[src/rtl/vga_pkg.sv]
// Shared VGA definitions: colour constants, blanking code, scheduler states
// and default active-area size.
package vga_pkg;

  localparam logic [15:0] BLACK     = 16'h0000;
  localparam logic [15:0] WHITE     = 16'hFFFF;
  localparam logic [9:0]  PIX_BLANK = 10'h3ff;
  localparam int          H_ACT_DEF = 640;
  localparam int          V_ACT_DEF = 480;

  typedef enum logic [1:0] {
    SHOW = 2'd0,
    PEND = 2'd1,
    GAP  = 2'd2
  } sched_state_t;

endpackage

[src/rtl/vga_pix_mux.sv]
// Pixel path: NUM_PAT:1 source mux, forced black on blanking or when the
// scheduler asks for it, then one output register (1-clk latency).
module vga_pix_mux
  import vga_pkg::*;
#(
  parameter int NUM_PAT = 4,
  parameter int DW      = 16,
  parameter int SW      = $clog2(NUM_PAT)
) (
  input  logic                  clk,
  input  logic                  rst,
  input  logic [9:0]            pix_x,
  input  logic [9:0]            pix_y,
  input  logic [NUM_PAT*DW-1:0] pat_data,
  input  logic [SW-1:0]         sel,
  input  logic                  force_zero,
  output logic [DW-1:0]         pix_data
);

  logic [DW-1:0] src_p0;
  logic          blank_p0;
  logic [DW-1:0] pix_p1;

  // pick the currently selected source for this pixel
  always_comb begin
    src_p0 = '0;
    for (int i = 0; i < NUM_PAT; i++) begin
      if (sel == SW'(i)) src_p0 = pat_data[i*DW +: DW];
    end
  end

  assign blank_p0 = (pix_x == PIX_BLANK) || (pix_y == PIX_BLANK) || force_zero;

  // stage p0 -> p1: register the (possibly blanked) pixel
  always_ff @(posedge clk) begin
    if (rst) pix_p1 <= '0;
    else     pix_p1 <= blank_p0 ? DW'(BLACK) : src_p0;
  end

  assign pix_data = pix_p1;

endmodule

[src/rtl/vga_pattern_scheduler.sv]
// Frame-synchronous selector between NUM_PAT pattern generators. Requests
// from key pulses or the auto-dwell timer accumulate in a target index and
// are committed only on the last active pixel of a frame, so frames never tear.
// Optional macro VGA_PATTERN_GAP_EN: every commit is followed by one all-black
// frame before the new source becomes visible.
module vga_pattern_scheduler
  import vga_pkg::*;
#(
  parameter  int NUM_PAT      = 4,
  parameter  int DW           = 16,
  parameter  int H_ACT        = H_ACT_DEF,
  parameter  int V_ACT        = V_ACT_DEF,
  parameter  int DWELL_FRAMES = 60,
  localparam int SW           = $clog2(NUM_PAT)
) (
  input  logic                  clk,
  input  logic                  rst,
  input  logic [9:0]            pix_x,
  input  logic [9:0]            pix_y,
  input  logic [NUM_PAT*DW-1:0] pat_data,
  input  logic                  key_next,
  input  logic                  key_prev,
  input  logic                  auto_en,
  output logic [DW-1:0]         pix_data,
  output logic [SW-1:0]         pat_sel,
  output logic                  sw_pulse
);

  localparam int            DCW        = $clog2(DWELL_FRAMES + 1);
  localparam logic [SW-1:0] SEL_LAST   = SW'(NUM_PAT - 1);
  localparam logic [DCW-1:0] DWELL_LAST = DCW'(DWELL_FRAMES - 1);
`ifdef VGA_PATTERN_GAP_EN
  localparam sched_state_t  COMMIT_ST  = GAP;
`else
  localparam sched_state_t  COMMIT_ST  = SHOW;
`endif

  function automatic logic [SW-1:0] sel_inc(input logic [SW-1:0] s);
    return (s == SEL_LAST) ? '0 : s + 1'b1;
  endfunction

  function automatic logic [SW-1:0] sel_dec(input logic [SW-1:0] s);
    return (s == '0) ? SEL_LAST : s - 1'b1;
  endfunction

  sched_state_t   state, state_nxt;
  logic [SW-1:0]  target, target_nxt, sel_nxt, tgt_req, tgt_commit;
  logic           pending, pending_nxt, pend_req, sw_nxt;
  logic [DCW-1:0] dwell_cnt, dwell_nxt;
  logic           bnd, in_gap, auto_fire, commit, force_zero;

  assign bnd    = (pix_x == 10'(H_ACT - 1)) && (pix_y == 10'(V_ACT - 1));
  assign in_gap = (state == GAP);

  // state and scheduler registers
  always_ff @(posedge clk) begin
    if (rst) begin
      state     <= SHOW;
      target    <= '0;
      pending   <= 1'b0;
      dwell_cnt <= '0;
      pat_sel   <= '0;
      sw_pulse  <= 1'b0;
    end else begin
      state     <= state_nxt;
      target    <= target_nxt;
      pending   <= pending_nxt;
      dwell_cnt <= dwell_nxt;
      pat_sel   <= sel_nxt;
      sw_pulse  <= sw_nxt;
    end
  end

  // next-state: apply this cycle's key first, then decide a commit at bnd
  always_comb begin
    tgt_req = target;
    if (key_next && !key_prev)      tgt_req = sel_inc(target);
    else if (key_prev && !key_next) tgt_req = sel_dec(target);
    pend_req   = pending || (key_next ^ key_prev);
    auto_fire  = bnd && auto_en && !in_gap && !pend_req && (dwell_cnt == DWELL_LAST);
    commit     = bnd && (pend_req || auto_fire);
    tgt_commit = auto_fire ? sel_inc(pat_sel) : tgt_req;

    target_nxt  = tgt_req;
    pending_nxt = pend_req;
    sel_nxt     = pat_sel;
    sw_nxt      = 1'b0;
    if (!auto_en)             dwell_nxt = '0;
    else if (bnd && !in_gap)  dwell_nxt = dwell_cnt + 1'b1;
    else                      dwell_nxt = dwell_cnt;

    if (commit) begin
      target_nxt  = tgt_commit;
      pending_nxt = 1'b0;
      dwell_nxt   = '0;
      sel_nxt     = tgt_commit;
      sw_nxt      = (tgt_commit != pat_sel);
    end

    state_nxt = state;
    case (state)
      SHOW, PEND: state_nxt = commit ? COMMIT_ST : (pend_req ? PEND : SHOW);
      GAP:        if (bnd) state_nxt = commit ? GAP : SHOW;
      default:    state_nxt = SHOW;
    endcase
  end

  // outputs decoded from state: black frame while in GAP
  always_comb begin
`ifdef VGA_PATTERN_GAP_EN
    force_zero = in_gap;
`else
    force_zero = 1'b0;
`endif
  end

  vga_pix_mux #(
    .NUM_PAT (NUM_PAT),
    .DW      (DW),
    .SW      (SW)
  ) u_pix_mux (
    .clk        (clk),
    .rst        (rst),
    .pix_x      (pix_x),
    .pix_y      (pix_y),
    .pat_data   (pat_data),
    .sel        (pat_sel),
    .force_zero (force_zero),
    .pix_data   (pix_data)
  );

endmodule

[config.mk]
export PLATFORM = sky130hd
export DESIGN_NAME = vga_pattern_scheduler
export DESIGN_NICKNAME = d
export VERILOG_FILES = /design/src/rtl/vga_pkg.sv /design/src/rtl/vga_pix_mux.sv /design/src/rtl/vga_pattern_scheduler.sv
export SDC_FILE = /design/constraint.sdc
export NUM_CORES = 1
export LEC_CHECK = 0
export BUFFER_PORTS_ARGS = -buffer_cell sky130_fd_sc_hd__buf_2
export CORE_MARGIN = 2
export CORE_UTILIZATION = 26
export CTS_CLUSTER_SIZE = 8
export DETAILED_ROUTE_END_ITERATION = 7
export SETUP_SLACK_MARGIN = 0.3
export SYNTH_ARGS = -nofsm -noshare
export SYNTH_HDL_FRONTEND = slang
export SYNTH_SLANG_ARGS = --single-unit
[constraint.sdc]
create_clock -name clk -period 1.85 [get_ports clk]
set_input_delay 0.185 -clock clk [delete_from_list [all_inputs] [get_ports clk]]
set_output_delay 0.185 -clock clk [all_outputs]
set_load 0.02 [all_outputs]
==> run metrics <==
status finished clean; M2 GR Usage 0.231; Area after DPL 0.00245 mm2; fin worst setup slack 264 ps; multiplexer share of the synthesized area 0.0143; CP startpoint kind flip-flop; largest family of logic cells by synthesized area simple AND/OR/NAND/NOR gates; clk_skew 8.86 ps; HPWL after DPL 3910 um; Post-synth top flop dfxtp_1; Critical Path Sink Type flip-flop; synth-to-layout area growth 57.0%; setup TNS 0 ps; Mapped Cells 221; Max stage delay on crit path 360 ps; slowest CP cell dfxtp_2; Num CTS Buffers 5; DRT antenna net count 0; XOR/XNOR Fraction of Synth Area 0.0343; ant diodes 0; worst-margin pin slew 539 ps; die height 86.1 um; Via density 4.83; GR met1 Demand/Resource 0.164; Tcrit/Tclk final 0.857; busiest grt layer met2; sequential share of the synthesized area 0.343; Cell Pwr Density 537 mW/mm2; Vias 2024; CP Cell Sequence ha_4 > and4_4 > nand4_4 > mux2_4 > xnor2_2 > a211oi_1; Crit Path Max Fanout 3; Rows 29; # setup viols final 0; final WL 5460 um; Post-Layout Cell Count 419; Finished Core Util 0.428; Mapped Nets 319; first-pass GRT wire length 8040 um; min Tclk post-route 1590 ps; Final Hold Vio Count 0; die area 0.00740 mm2; All-Layer GR Usage 0.134; Slew Limit Fails 0; number of global-route vias before repair 1771; drt pass-1 iters 4; compound-gate portion of the synthesized area 0.185; antenna violations before repair 0; P_leak 1.29 nW; Initial Util 0.273; clock latency on the worst-skew pair 280 ps; RSZ-0062 raised after global routing true; Fill cells 655; I/O pins 108; drt drc 0; Core Area 0.00642 mm2; Post-synth EDFFs 0; placed cell count 403; Clock Sinks 30; critical path required time 2040 ps; Post-CTS Hold Buffers 0; Post-Syn Area 0.00175 mm2; max-cap viol count 0; TritonCTS clock tree done; IO buf count 107; ratio of cells with drive above 1 in the final layout 0.488; Adder-Cell Fraction of Synth Area 0.0643; Final Cell Area 0.00275 mm2; H-tree level count 2; post-synthesis register bit count 30; clock tree buffer depth 2; Async S/R FF share, synth 0; drt wl/cell 13.0 um; post-layout net count 439; r2r setup slk 260 ps; Distinct cells, synth 37; Clk Tree Root Cell clkbuf_8; CTS clk-pin slew, worst paths 70 ps; Mapped Avg Cell Area 7.92 um2; GR Overflow Total 0; Tightest Hold Check Type primary input to flip-flop; fmax 631 MHz; met3 Use GR 0.0356; RePlAce Congestion 0.761; Slew headroom 0.638; Yosys warnings 0; First DRT Iteration DRCs 64; worst vdd ir 0.231 mV; Setup CP Type flip-flop to flip-flop; Die Wd 86.1 um; Synth Area in Simple Gates 0.312; Worst EP arrival 1780 ps; largest net degree at the start of global routing 33; dpl ws 0.271 ps
-- layout make-up --
class	count	area, um2	area share
multi-input combinational	171	1210	0.440
sequential	30	613	0.223
inverter	8	40.0	0.0146
timing repair buffer	125	708	0.258
tap	77	96.3	0.0350
clock inverter	2	10.0	0.00364
clock buffer	6	72.6	0.0264
-- Yosys cell counts, drive strengths merged (2+ instances only) --
cell | n | area [um2]
a211oi | 3 | 22.5
a21oi | 32 | 160
a221oi | 10 | 87.6
and2 | 2 | 12.5
and4 | 2 | 17.5
buf | 4 | 17.5
clkbuf | 9 | 33.8
dfxtp | 30 | 601
ha | 9 | 113
inv | 8 | 30.0
nand2 | 12 | 45.0
nand2b | 2 | 12.5
nand3 | 4 | 20.0
nand3b | 7 | 52.6
nand4 | 8 | 62.6
nor2 | 32 | 120
nor2b | 12 | 75.1
nor3 | 13 | 65.1
nor4 | 3 | 40.0
o21ai | 3 | 15.0
xnor2 | 4 | 42.6
xor2 | 2 | 17.5
-- layout by cell type (no fill, tap or decap), drive strengths merged --
cell      n
and2b     1
and4      2
clkinv    2
a22oi     1
nand2    12
nand2b    2
a311oi    1
clkbuf    7
nand3b    7
and2      2
xor2      2
mux2      1
and4b     1
a211oi    3
nand4     8
or3       1
ha        9
nor4      3
o31ai     1
inv       8
xnor2     4
a221oi   10
a21oi    32
o32ai     1
a31oi     1
mux2i     1
dfxtp    30
buf     124
nand3     4
o21ai     3
nor2     32
nor3     13
nor2b    13
-- path summary, 6_finish.rpt --
path | from | end | depth (start not counted)
worst max-delay path | dwell_cnt[0] | sw_pulse | 6
worst min-delay path | pat_data[53] | u_pix_mux.pix_data[5] | 3
worst max register to register | dwell_cnt[0] | sw_pulse | 6
worst min register to register | state[1] | state[0] | 1
-- report_power, final --
group	leakage [nW]	internal (mW)	switching, mW
logic	0.990	0.148	0.136
clock network	0.0450	0.260	0.253
registers	0.250	0.671	0.00890
-- worst max-delay path: cells and delay by family (launching register included) --
family	cells	cell delay, ps
DFF	1	360
muxes	1	360
and+or+nand+nor	2	330
AOI/OAI and AO/OA	1	180
adders and majority gates	1	140
xor gates and xnor gates	1	140
-- sequential cells by signal, indices dropped and copies added, names as in the netlist --
name	count
pending	1
state	2
sw_pulse	1
dwell_cnt	6
pat_sel	2
u_pix_mux.pix_data	16
target	2
-- metrics by stage --
stage	power (mW)	hold slack [ps]
finish	1.48	136
global route	1.56	138
detailed placement	0.965	418
CTS	1.49	127
floorplan	0.825	324
global placement	0.961	404
-- metal layers --
layer | routed length, um | share of wire
met3 | 346 | 0.063
met2 | 2650 | 0.48
met4 | 25 | 0.0046
met1 | 2440 | 0.45
met5 | 0 | 0
-- cell families (layout without fill, tap and decap cells) --
kind of cell / Yosys count / in the layout
multiplexers: 2 / 2
XOR/XNOR: 6 / 6
buffers and inverters: 21 / 141
flip-flops: 30 / 30
AO/OA/AOI/OAI: 53 / 53
AND/OR/NAND/NOR: 100 / 101
adder cells (fa/ha/maj): 9 / 9
-- timing repair --
action | CTS | global route
setup endpoints to repair | 16 | 26
pin swaps | 1 | 4
resized for setup | 12 | 23
gates cloned | 0 | 2
buffers inserted | 2 | 4
Power figures use the tool's default switching activity.
